## config.mk

```make
export PLATFORM = sky130hd
export DESIGN_NAME = seg_scan_driver
export DESIGN_NICKNAME = d
export VERILOG_FILES = /design/src/rtl/seg_pkg.sv /design/src/rtl/seg_hex_decode.sv /design/src/rtl/seg_scan_driver.sv
export SDC_FILE = /design/constraint.sdc
export NUM_CORES = 1
export LEC_CHECK = 0
export ABC_AREA = 1
export BUFFER_PORTS_ARGS = -buffer_cell sky130_fd_sc_hd__buf_2
export CAP_MARGIN = 20
export CORE_ASPECT_RATIO = 1.2
export CORE_MARGIN = 2
export CORE_UTILIZATION = 55
export CTS_BUF_LIST = sky130_fd_sc_hd__clkbuf_4 sky130_fd_sc_hd__clkbuf_8 sky130_fd_sc_hd__clkbuf_16
export DETAILED_ROUTE_END_ITERATION = 8
export GPL_ROUTABILITY_DRIVEN = 0
export PLACE_DENSITY = 0.75
export SETUP_SLACK_MARGIN = 0.02
export SLEW_MARGIN = 30
export SYNTH_ARGS = -nofsm -noshare
export SYNTH_HDL_FRONTEND = slang
export SYNTH_HIERARCHICAL = 1
export SYNTH_SLANG_ARGS = --single-unit
```

## constraint.sdc

```tcl
create_clock -name clk -period 2.55 [get_ports clk]
set_clock_uncertainty 0.1 [all_clocks]
set_input_delay 0.51 -clock clk [delete_from_list [all_inputs] [get_ports clk]]
set_output_delay 0.51 -clock clk [all_outputs]
set_load 0.1 [all_outputs]
```

## src/rtl/seg_pkg.sv

```systemverilog
// Shared constants for the multiplexed 7-segment display driver.
// Segment patterns are active low, bit 6 = a ... bit 0 = g.
package seg_pkg;

  localparam logic [6:0] SEG_BLANK = 7'h7F;
  localparam logic [6:0] SEG_DASH  = 7'h7E;

  typedef enum int {
    SEG_G = 0,
    SEG_F = 1,
    SEG_E = 2,
    SEG_D = 3,
    SEG_C = 4,
    SEG_B = 5,
    SEG_A = 6
  } seg_bit_e;

  localparam logic [0:15][6:0] GLYPH = {
    7'h01, 7'h4F, 7'h12, 7'h06,
    7'h4C, 7'h24, 7'h20, 7'h0F,
    7'h00, 7'h04, 7'h08, 7'h60,
    7'h31, 7'h42, 7'h30, 7'h38
  };

endpackage

```

## src/rtl/seg_hex_decode.sv

```systemverilog
// Nibble to active-low 7-segment glyph.
// With HEX_MODE=0 the codes 10..15 show a dash.
module seg_hex_decode
  import seg_pkg::*;
#(
  parameter int HEX_MODE = 1
) (
  input  logic [3:0] nibble,
  output logic [6:0] seg
);

  always_comb begin
    seg = GLYPH[nibble];
    if (HEX_MODE == 0 && nibble > 4'd9)
      seg = SEG_DASH;
  end

endmodule

```

## src/rtl/seg_scan_driver.sv

```systemverilog
// Time-multiplexed common-anode display driver with tear-free
// loading, blanking, blink, decimal points and dead time.
module seg_scan_driver
  import seg_pkg::*;
#(
  parameter int NUM_DIGITS   = 4,
  parameter int SCAN_DIV     = 50000,
  parameter int DEAD_CYCLES  = 2,
  parameter int BLINK_FRAMES = 64,
  parameter int HEX_MODE     = 1
) (
  input  logic                    clk,
  input  logic                    rst_n,
  input  logic                    load_i,
  input  logic [4*NUM_DIGITS-1:0] digits_i,
  input  logic [NUM_DIGITS-1:0]   blank_i,
  input  logic [NUM_DIGITS-1:0]   blink_i,
  input  logic [NUM_DIGITS-1:0]   dp_i,
  output logic [6:0]              seg_o,
  output logic                    dp_o,
  output logic [NUM_DIGITS-1:0]   an_o,
  output logic                    frame_o
);

  localparam int PW = $clog2(SCAN_DIV);
  localparam int IW = (NUM_DIGITS > 1) ? $clog2(NUM_DIGITS) : 1;
  localparam int FW = (BLINK_FRAMES > 1) ? $clog2(BLINK_FRAMES) : 1;
  localparam int DW = 4 * NUM_DIGITS;
  localparam int NW = NUM_DIGITS;

  logic [PW-1:0] p;
  logic [IW-1:0] idx;
  logic [FW-1:0] fcnt, fcnt_d;
  logic          hidden, hidden_d;

  logic          pend_v;
  logic [DW-1:0] pend_dig;
  logic [NW-1:0] pend_blank, pend_blink, pend_dp;

  logic [DW-1:0] sh_dig, sh_dig_d;
  logic [NW-1:0] sh_blank, sh_blank_d;
  logic [NW-1:0] sh_blink, sh_blink_d;
  logic [NW-1:0] sh_dp, sh_dp_d;

  logic       last_p, last_i, dead, dark;
  logic [3:0] nibble;
  logic [6:0] glyph;

  // Shadow and blink phase are used in their next-state form so
  // digit 0 of a new frame already sees the committed value.
  always_comb begin
    last_p     = (p == PW'(SCAN_DIV - 1));
    last_i     = (idx == IW'(NUM_DIGITS - 1));
    sh_dig_d   = sh_dig;
    sh_blank_d = sh_blank;
    sh_blink_d = sh_blink;
    sh_dp_d    = sh_dp;
    fcnt_d     = fcnt;
    hidden_d   = hidden;
    if (frame_o) begin
      if (load_i) begin
        sh_dig_d   = digits_i;
        sh_blank_d = blank_i;
        sh_blink_d = blink_i;
        sh_dp_d    = dp_i;
      end else if (pend_v) begin
        sh_dig_d   = pend_dig;
        sh_blank_d = pend_blank;
        sh_blink_d = pend_blink;
        sh_dp_d    = pend_dp;
      end
      if (int'(fcnt) == BLINK_FRAMES - 1) begin
        fcnt_d   = '0;
        hidden_d = ~hidden;
      end else begin
        fcnt_d = fcnt + 1'b1;
      end
    end
    nibble = sh_dig_d[4*idx +: 4];
    dark   = sh_blank_d[idx] | (sh_blink_d[idx] & hidden_d);
    dead   = int'(p) < DEAD_CYCLES;
  end

  seg_hex_decode #(
    .HEX_MODE (HEX_MODE)
  ) u_dec (
    .nibble (nibble),
    .seg    (glyph)
  );

  always_ff @(posedge clk or negedge rst_n) begin
    if (!rst_n) begin
      p          <= '0;
      idx        <= '0;
      fcnt       <= '0;
      hidden     <= 1'b0;
      pend_v     <= 1'b0;
      pend_dig   <= '0;
      pend_blank <= '0;
      pend_blink <= '0;
      pend_dp    <= '0;
      sh_dig     <= '0;
      sh_blank   <= '0;
      sh_blink   <= '0;
      sh_dp      <= '0;
      seg_o      <= SEG_BLANK;
      dp_o       <= 1'b1;
      an_o       <= '1;
      frame_o    <= 1'b0;
    end else begin
      p <= last_p ? '0 : p + 1'b1;
      if (last_p)
        idx <= last_i ? '0 : idx + 1'b1;
      frame_o  <= last_p & last_i;
      fcnt     <= fcnt_d;
      hidden   <= hidden_d;
      sh_dig   <= sh_dig_d;
      sh_blank <= sh_blank_d;
      sh_blink <= sh_blink_d;
      sh_dp    <= sh_dp_d;
      if (frame_o) begin
        pend_v <= 1'b0;
      end else if (load_i) begin
        pend_v     <= 1'b1;
        pend_dig   <= digits_i;
        pend_blank <= blank_i;
        pend_blink <= blink_i;
        pend_dp    <= dp_i;
      end
      if (dead) begin
        an_o  <= '1;
        seg_o <= SEG_BLANK;
        dp_o  <= 1'b1;
      end else begin
        an_o  <= ~(NW'(1) << idx);
        seg_o <= dark ? SEG_BLANK : glyph;
        dp_o  <= dark | ~sh_dp_d[idx];
      end
    end
  end

endmodule

```

# Word-level counts from Yosys, hierarchy flattened
# Memories as Yosys holds them, arrays and structs flattened.
# Index checks and enable logic that the tools add are counted.
# word_totals
n_memories	1
mem_bits_ro	112
register_bits	95
# memory_table
name	depth	width	rd	rd_clocked_by_memory_dff	wr	line_no	source
(no name shown)	16	7	1	0	0	seg_hex_decode.sv:13	seg = GLYPH[nibble];
# classes
muxes	31
n_lt_le_gt_ge	3
n_eq_ne	3
n_reduce_logical	2
bitwise	9
shifts	2
add_sub_neg	3
# op_table
cell	n
16-bit 2-to-1 mux	4
4-bit 2-to-1 mux	10
7-bit 2-to-1 mux	4
16-bit by 1-bit adder with 16-bit output (second input constant)	1
16-bit == test (second input constant)	1
16-bit by 2-bit < comparator with 1-bit output (second input constant)	1
16-bit by 5-bit variable part select with 4-bit output	1
1-bit 2-to-1 mux	8
6-bit by 1-bit adder with 6-bit output (second input constant)	1
1-bit binary-select mux with 2-bit select	3
6-bit by 1-bit == test with 1-bit output (second input constant)	1
6-bit 2-to-1 mux	1
5-bit greater-or-equal comparator (second input constant)	1
4-bit NOT with 5-bit output	1
4-bit NOT	1
1-bit by 2-bit << shifter with 4-bit output (first input constant)	1
2-bit by 3-bit < comparator with 1-bit output (second input constant)	1
1-bit NOT	3
2-bit by 1-bit adder with 2-bit output (second input constant)	1
1-bit bitwise AND	2
2-bit == test (second input constant)	1
2-bit 2-to-1 mux	1
1-bit bitwise OR	2
2-bit AND reduction	1
2-bit nonzero test	1

# Depth between registers and ports, before layout
# Gate-level depths: netlist of the first run.
# logic_depth
ltp_word	10
mapped_depth	18
depth_no_buf	16

# By module
# The synthesis of the first run kept the hierarchy.
# modules_own_cells
mod	cells_per_inst	n_inst	seq_area_each_um2	area_per_inst_um2
seg_scan_driver	522	1	2392.3	4555.6
seg_hex_decode	49	1	0.0	274.0

# Worst setup path after synthesis of the first run
# No wires, ideal clock.
# synth_path
kind	register to register
startpoint	register frame_o
endpoint	register seg_o[3]
t_arrival_ns	2.837
setup_ns	0.086
path_stages_with_launch	16
n_path_buf	2
synth_period_minus_slack_ns	3.023
required_ns	2.364
path_slack_ns	-0.473
path_cell_list	dfrtp_1 buf_4 o21ai_4 inv_2 buf_4 nor2_1 a21oi_1 o21ai_0 o21ai_1 inv_1 ha_1 nand2_1 nand3_1 nand2_1 nor2_1 nand3_1
# synth_via
elab_chain_cells	8
elab_cells_between_ends	17
cone_classes	shift (1); mux (12); bitwise (3); memory (1)
# synth_lines
item	line_no	source
from (decl)	seg_scan_driver.sv:22	output logic frame_o
from (signal assigned)	seg_scan_driver.sv:114	frame_o <= last_p & last_i;
16-bit 2-to-1 mux	seg_scan_driver.sv:60	if (frame_o) begin
net sh_dig_d[13]	seg_scan_driver.sv:40	logic [DW-1:0] sh_dig, sh_dig_d;
16-bit by 5-bit variable part select with 4-bit output	seg_scan_driver.sv:79	nibble = sh_dig_d[4*idx +: 4];
net nibble[1]	seg_scan_driver.sv:46	logic [3:0] nibble;
4-bit NOT with 5-bit output (not written as such)	seg_hex_decode.sv:13	
memory read 16 x 7 bit	n/a	
7-bit 2-to-1 mux (not written as such) (2 in series)	seg_hex_decode.sv:13	
net glyph[3]	seg_scan_driver.sv:47	logic [6:0] glyph;
7-bit 2-to-1 mux	seg_scan_driver.sv:136	seg_o <= dark ? SEG_BLANK : glyph;
7-bit 2-to-1 mux	seg_scan_driver.sv:130	if (dead) begin
to (signal assigned)	seg_scan_driver.sv:136	
to (decl)	seg_scan_driver.sv:19	output logic [6:0] seg_o,
# The timed path passes the listed nets, and every way through them passes these cells. The select of a mux whose other input is x is not followed.
# A chain may end at the register's enable or synchronous reset.

# Worst setup path after layout of the first run
# layout_path
startpoint	register pend_v
endpoint	register seg_o[3]
# layout_via
elab_chain_cells	10
elab_cells_between_ends	22
cone_classes	shift (1); mux (17); bitwise (3); memory (1)
# layout_lines
item	line_no	source
from (decl)	seg_scan_driver.sv:36	logic pend_v;
from (signal assigned)	seg_scan_driver.sv:97	pend_v <= 1'b0;
from (signal assigned)	seg_scan_driver.sv:122	pend_v <= 1'b0;
from (signal assigned)	seg_scan_driver.sv:124	pend_v <= 1'b1;
16-bit 2-to-1 mux	seg_scan_driver.sv:66	end else if (pend_v) begin
16-bit 2-to-1 mux	seg_scan_driver.sv:61	if (load_i) begin
16-bit 2-to-1 mux	seg_scan_driver.sv:60	
net sh_dig_d[12]	seg_scan_driver.sv:40	
16-bit by 5-bit variable part select with 4-bit output	seg_scan_driver.sv:79	
net nibble[0]	seg_scan_driver.sv:46	
4-bit NOT with 5-bit output (not written as such)	seg_hex_decode.sv:13	
memory read 16 x 7 bit	n/a	
7-bit 2-to-1 mux (not written as such) (2 in series)	seg_hex_decode.sv:13	
net glyph[3]	seg_scan_driver.sv:47	
7-bit 2-to-1 mux	seg_scan_driver.sv:136	
7-bit 2-to-1 mux	seg_scan_driver.sv:130	
# The timed path passes the listed nets, and every way through them passes these cells. The select of a mux whose other input is x is not followed.

==> impl_metrics.ini, run 1 <==
[outcome]
outcome = completed

[die]
die_area_um2 = 9550
top_level_ports = 44
initial_core_util = 0.564
fp.coreArea_um2 = 8560
rows = 37
die_w_um = 89.5
fp.dieH_um = 107

[power_and_ir_drop]
powerDensity_nw_per_um2 = 513
vdd_drop_max_mv = 0.319
p_leak_uw = 0.00278

[placed_design]
hpwl_mm = 7.18
placed_area_um2 = 5200
place_ws_ns = -0.0660
portBuffers = 43

[clocking]
cts_tree = built
clk_path_buf_depth = 2
cts.sinks = 95
clk_pin_slew_ns = 0.08
clk_latency_ns = 0.37
h-tree-depth = 3
clockRootBuffer = clkbuf_8
numCtsBuffers = 9

[worst_setup_path]
crit_arrival_ns = 2.54
max_stage_delay_ns = 0.48
crit_chain = nand2_4 -> o22ai_1 -> a21oi_1 -> o21ai_0 -> o21ai_2 -> inv_1 -> ha_1 -> nand2_1 -> nand3_1 -> nand2_1 -> nor2_1 -> nand3_1
required_ns = 2.74
cp_max_fo = 12
start_kind = flip-flop
path_class = flip-flop to flip-flop
slowest_stage = dfrtp_2
endpoint_kind = flip-flop

[yosys]
yosys.cell_count.top_type = nand2_1
ys_seq_elements = 95
synthAdderAreaFrac = 0.0337
synthCells = 571
muxShareOfSynthArea = 0.0466
synth_warnings = 6
synth_compound_area_frac = 0.0858
synth_common_cells = 143 x nand2_1, 83 x dfrtp_1, 59 x inv_1
synth_nets = 615
synth_xor_area_frac = 0.0142
synth.area.top_cells = dfrtp_1 43%, nand2_1 11%, dfstp_2 6.5%, nand3_1 4.9%, mux2_2 4.7%
synth_edf_count = 0
synth_cell_type_count = 32
async_reset_ff_frac = 1.00
synth_top_family_by_area = simple AND/OR/NAND/NOR gates
synth_area_leader_cell = dfrtp_1
netlist_area_um2 = 4830
synth_flop_cell = dfrtp_1
synth_simple_gate_area_share = 0.242
ys_seq_area_frac = 0.495
synth_top_area_share = 0.430
synth.avg_cell_area_um2 = 8.46

[grt]
grt_first_pass_wirelength_mm = 17.3
grt_max_degree = 46
grt_pass1_vias = 3931
overflow = 0
grt_util_all_layers = 0.233
grt_antenna_before_repair = 0

[finish]
area.growth.synth_to_final_pct = 14.2
multi_input_area_um2 = 2050
fin_nets = 678
drive_above_1_share = 0.211
ff_latch_area_um2 = 2400
diodes = 0
final_area_um2 = 5510
nFillCells = 709

[sta]
tns_ns = 0
finalSetupViolCount = 0
fmax_mhz = 426
fin_crit_sh = 0.921
grt_setup_unrepaired = no
tightest_slew_ns = 0.621
finalHoldViolCount = 0
slew_headroom = 0.585
whs_ns = 0.284
slew_violations = 0
worst_slack_ns = 0.201
layout_min_cycle_time_ns = 2.35

[hold_path]
hp-class = input port to flip-flop

[drt]
wl_per_cell_um = 13.4
drt_pre_antenna_iters = 5
vias_per_cell = 5.14
dr_total_vias = 3884
wirelength_mm = 10.1
antenna_left = 0
drcViolationCount = 0
drt_iter0_drc = 234

[flow_run]
cap_viol_max_count = 0
## final timing paths
check,startpoint,endpoint,slack [ns],depth (start not counted)
min in group asynchronous,rst_n,sh_dig[5],0.51,2
worst max register to register,pend_v,seg_o[3],0.20,12
worst max-delay path,pend_v,seg_o[3],0.20,12
worst min-delay path,digits_i[6],pend_dig[6],0.28,2
max in group asynchronous,rst_n,p[11],1.19,3
worst min register to register,p[0],p[0],0.37,1
## metrics by stage
stage               instances  total power (uW)  utilization
finish                    756              2830        0.644
global route              756              2940        0.644
CTS                       745              2850        0.634
detailed placement        728              1790        0.607
global placement          728              1790        0.607
floorplan                 571              1700            -
## cell type report
cell class	instances	share of cell area
Multi-Input combinational cell	390	0.371
Inverter	65	0.0452
Sequential cell	95	0.435
Clock buffer	13	0.0322
Clock inverter	3	0.00726
Timing Repair Buffer	73	0.0830
Tap cell	117	0.0265
## worst max-delay path, delay by kind of cell, from the launching register on
kind | cells | cell delay (ns)
fa+ha+maj | 1 | 0.34
simple gates | 6 | 0.53
compound gates | 4 | 0.65
flops | 1 | 0.48
buf+inv | 1 | 0.16
## routing by layer
metal / wire length (um) / track usage / vias to the layer above
met5: 0 / 0 / -
met4: 269 / 0.0991 / 0
met3: 363 / 0.0416 / 22
met2: 5150 / 0.388 / 78
met1: 4340 / 0.294 / 1822
li1: - / - / 1962
## flip-flops by register name (all words and copies together) (netlist names), 2 cells and up
register / cells
p: 16
an_o: 4
sh_blank: 4
sh_dp: 4
fcnt: 6
pend_blank: 4
pend_dig: 16
pend_dp: 4
pend_blink: 4
sh_blink: 4
sh_dig: 16
seg_o: 7
idx: 2
## cell families after synthesis
| family | count (synthesis) |
|---|---|
| mux | 20 |
| buf+inv | 86 |
| simple gates | 276 |
| flops | 95 |
| fa+ha+maj | 13 |
| xor+xnor | 7 |
| compound gates | 74 |
## placed cells by master (no fill, tap or decap), drive strengths merged
cell type    count
nand2          146
dfrtp           83
buf             72
inv             63
nor2            57
nand3           47
a21oi           28
o21ai           28
mux2            20
o22ai           16
ha              13
clkbuf          13
dfstp           12
and2             7
nor3             6
nand4            6
xor2             6
nor4             5
clkinv           4
nand3b           2
a21boi           1
xnor2            1
o21a             1
bufinv           1
dlygate4sd3      1
## report_power, final
group	switching [uW]	internal, uW	leakage (uW)
Sequential	21.7	1550	0.00116
Clock	505	559	0.000115
Combinational	106	85.2	0.00150
Total	633	2190	0.00278
## timing repair
action	4_1_cts	5_1_grt
hold buffers	1	0
gates resized for setup	0	2
endpoints found under the setup margin	0	7
buffers inserted	0	11
hold endpoints to repair	27	0
Note: power is estimated with default switching activity, not from simulation.
==> run 2, diff against run 1 <==
Settings changed: SYNTH_HIERARCHICAL 1 to unset.
==> impl_metrics.ini, run 2 <==
[outcome]
outcome = completed

[grt]
grt_pass1_vias = 4095
use_met3 = 0.0301
grt-busiest-layer = met2
grt_first_pass_wirelength_mm = 18.1
grtUsageMet2 = 0.423
grt_max_degree = 42
grt_util_all_layers = 0.235
grt_antenna_before_repair = 0
grtUsageMet1 = 0.277
overflow = 0

[flow_run]
cap_viol_max_count = 0

[worst_setup_path]
required_ns = 1.94
cp_max_fo = 20
rrSetupSlack_ns = 0.36
slowest_stage = dfrtp_2
endpoint_kind = output pin
path_class = flip-flop to output pin
crit_family = buffers and inverters
max_stage_delay_ns = 0.60
start_kind = flip-flop
crit_arrival_ns = 1.78
crit_chain = buf_4 -> buf_2
path_buf_inv = 2

[clocking]
cts_tree = built
clk_path_buf_depth = 2
clk_latency_ns = 0.37
cts_hold_buf = 0
numCtsBuffers = 9
h-tree-depth = 3
cts_setup_buffers = 0
clockRootBuffer = clkbuf_8
cts.sinks = 95
post_cts_resized = 0
clk_pin_slew_ns = 0.10

[sta]
slew_violations = 0
grt_setup_unrepaired = no
layout_min_cycle_time_ns = 2.39
fmax_mhz = 418
finalSetupViolCount = 0
tns_ns = 0
whs_ns = 0.0142
fin_crit_sh = 0.937
finalHoldViolCount = 0
slew_headroom = 0.632
tightest_slew_ns = 0.551

[drt]
wirelength_mm = 10.4
antenna_left = 0
wl_per_cell_um = 13.2
drcViolationCount = 0
drt_pre_antenna_iters = 5
dr_total_vias = 4038
drt_iter0_drc = 218
vias_per_cell = 5.15

[finish]
drive_above_1_share = 0.163
top_regs = p (16), pend_dig (16), sh_dig (16)
final_cell_mix = 185 x nand2_1, 81 x inv_1, 81 x dfrtp_1
area.growth.synth_to_final_pct = 12.3
diodes = 0
final_area_um2 = 5490
final_common_cell = nand2_1
nFillCells = 778
fin_nets = 705

[power_and_ir_drop]
intPower_uw = 2120
pwr-share-comb = 0.094
vdd_drop_max_mv = 0.413
clkPwrFrac = 0.351
netSwitchingFraction = 0.258
switching_power_uw = 736
p_leak_uw = 0.00276
powerDensity_nw_per_um2 = 520
seqPwrFrac = 0.555

[yosys]
synth.area.top_cells = dfrtp_1 42%, nand2_1 14%, dfstp_2 6.4%, inv_1 6.2%, nand3_1 5.8%
ys_seq_area_frac = 0.489
yosys.cell_count.top_type = nand2_1
synth_top_area_share = 0.425
async_reset_ff_frac = 1.00
synth_cell_type_count = 41
synth_nets = 655
synth_common_cells = 185 x nand2_1, 83 x dfrtp_1, 81 x inv_1
synth.avg_cell_area_um2 = 7.99
synth_flop_cell = dfrtp_1
synth_warnings = 0
netlist_area_um2 = 4890
ys_seq_elements = 95
synth_edf_count = 0
synthCells = 612
synth_area_leader_cell = dfrtp_1

[placed_design]
hpwl_mm = 7.70
placed_area_um2 = 5290
portBuffers = 43

[die]
initial_core_util = 0.568
die_area_um2 = 9670
fp.coreArea_um2 = 8610
fp.dieH_um = 107
die_w_um = 90.1
top_level_ports = 44
rows = 37

[hold_path]
hp-class = input port to asynchronous set/reset pin
run 2: changes by cell type after synthesis, moves of 10 or more:
cell and change:
a21oi_1 -18, inv_1 +22, mux2_2 -17, nand2_1 +42, nand3_1 +10, nor2_1 -27
o21ai_0 +15, o22ai_1 -13
run 2: layout make-up:
cell class                      count  area (um^2)  share of cell area
Clock buffer                       10          131              0.0239
Clock inverter                      6         68.8              0.0125
Inverter                           85          319              0.0581
Multi-Input combinational cell    413         2090               0.381
Sequential cell                    95         2390               0.436
Tap cell                          117          146              0.0266
Timing Repair Buffer               58          343              0.0624
run 2: path summary, 6_finish.rpt:
kind	startpoint	to	cells after the start
worst max register to register	pend_v	seg_o[0]	11
max in group asynchronous	rst_n	pend_v	2
worst min register to register	p[0]	p[0]	1
worst max-delay path	frame_o	frame_o	2
min in group clk	digits_i[11]	pend_dig[11]	2
worst min-delay path	rst_n	pend_blink[2]	1
run 2: stage by stage:
step                cells  total power, uW  utilization  worst slack (ns)
finish                784             2860        0.638             0.160
global route          784             2980        0.638            0.0918
CTS                   784             2890        0.638             0.149
detailed placement    768             1890        0.615             0.207
global placement      768             1880        0.615             0.286
floorplan             612             1780            -             0.238
run 2: routing by layer:
layer | routed length (um) | vias up
li1 | - | 2021
met1 | 4370 | 1913
met2 | 5460 | 77
met3 | 242 | 27
met4 | 278 | 0
met5 | 0 | -
run 2: worst register-to-register path, stage by stage (launching register included):
cell and delay, ns:
dfrtp_2 0.54, o21ai_4 0.32, nand2_1 0.11, nand3_1 0.10, nand3_1 0.07, nand2_1 0.20, inv_1 0.12, ha_1 0.22
nand3_1 0.13, nand2_1 0.07, nand2_1 0.06, nand3_1 0.07
run 2: power groups by stage:
stage               Combinational [uW]  Sequential [uW]  Clock [uW]
floorplan                          124             1650           0
global placement                   264             1610           0
detailed placement                 272             1620           0
CTS                                273             1590        1030
global route                       304             1590        1080
finish                             268             1590        1000
run 2: kinds of logic after synthesis:
logic type / synth area share
XOR/XNOR: 0.0179
multiplexers: 0.00690
AND/OR/NAND/NOR: 0.300
AO/OA/AOI/OAI: 0.0719
buffers and inverters: 0.0836
flip-flops: 0.489
adder cells (fa/ha/maj): 0.0307
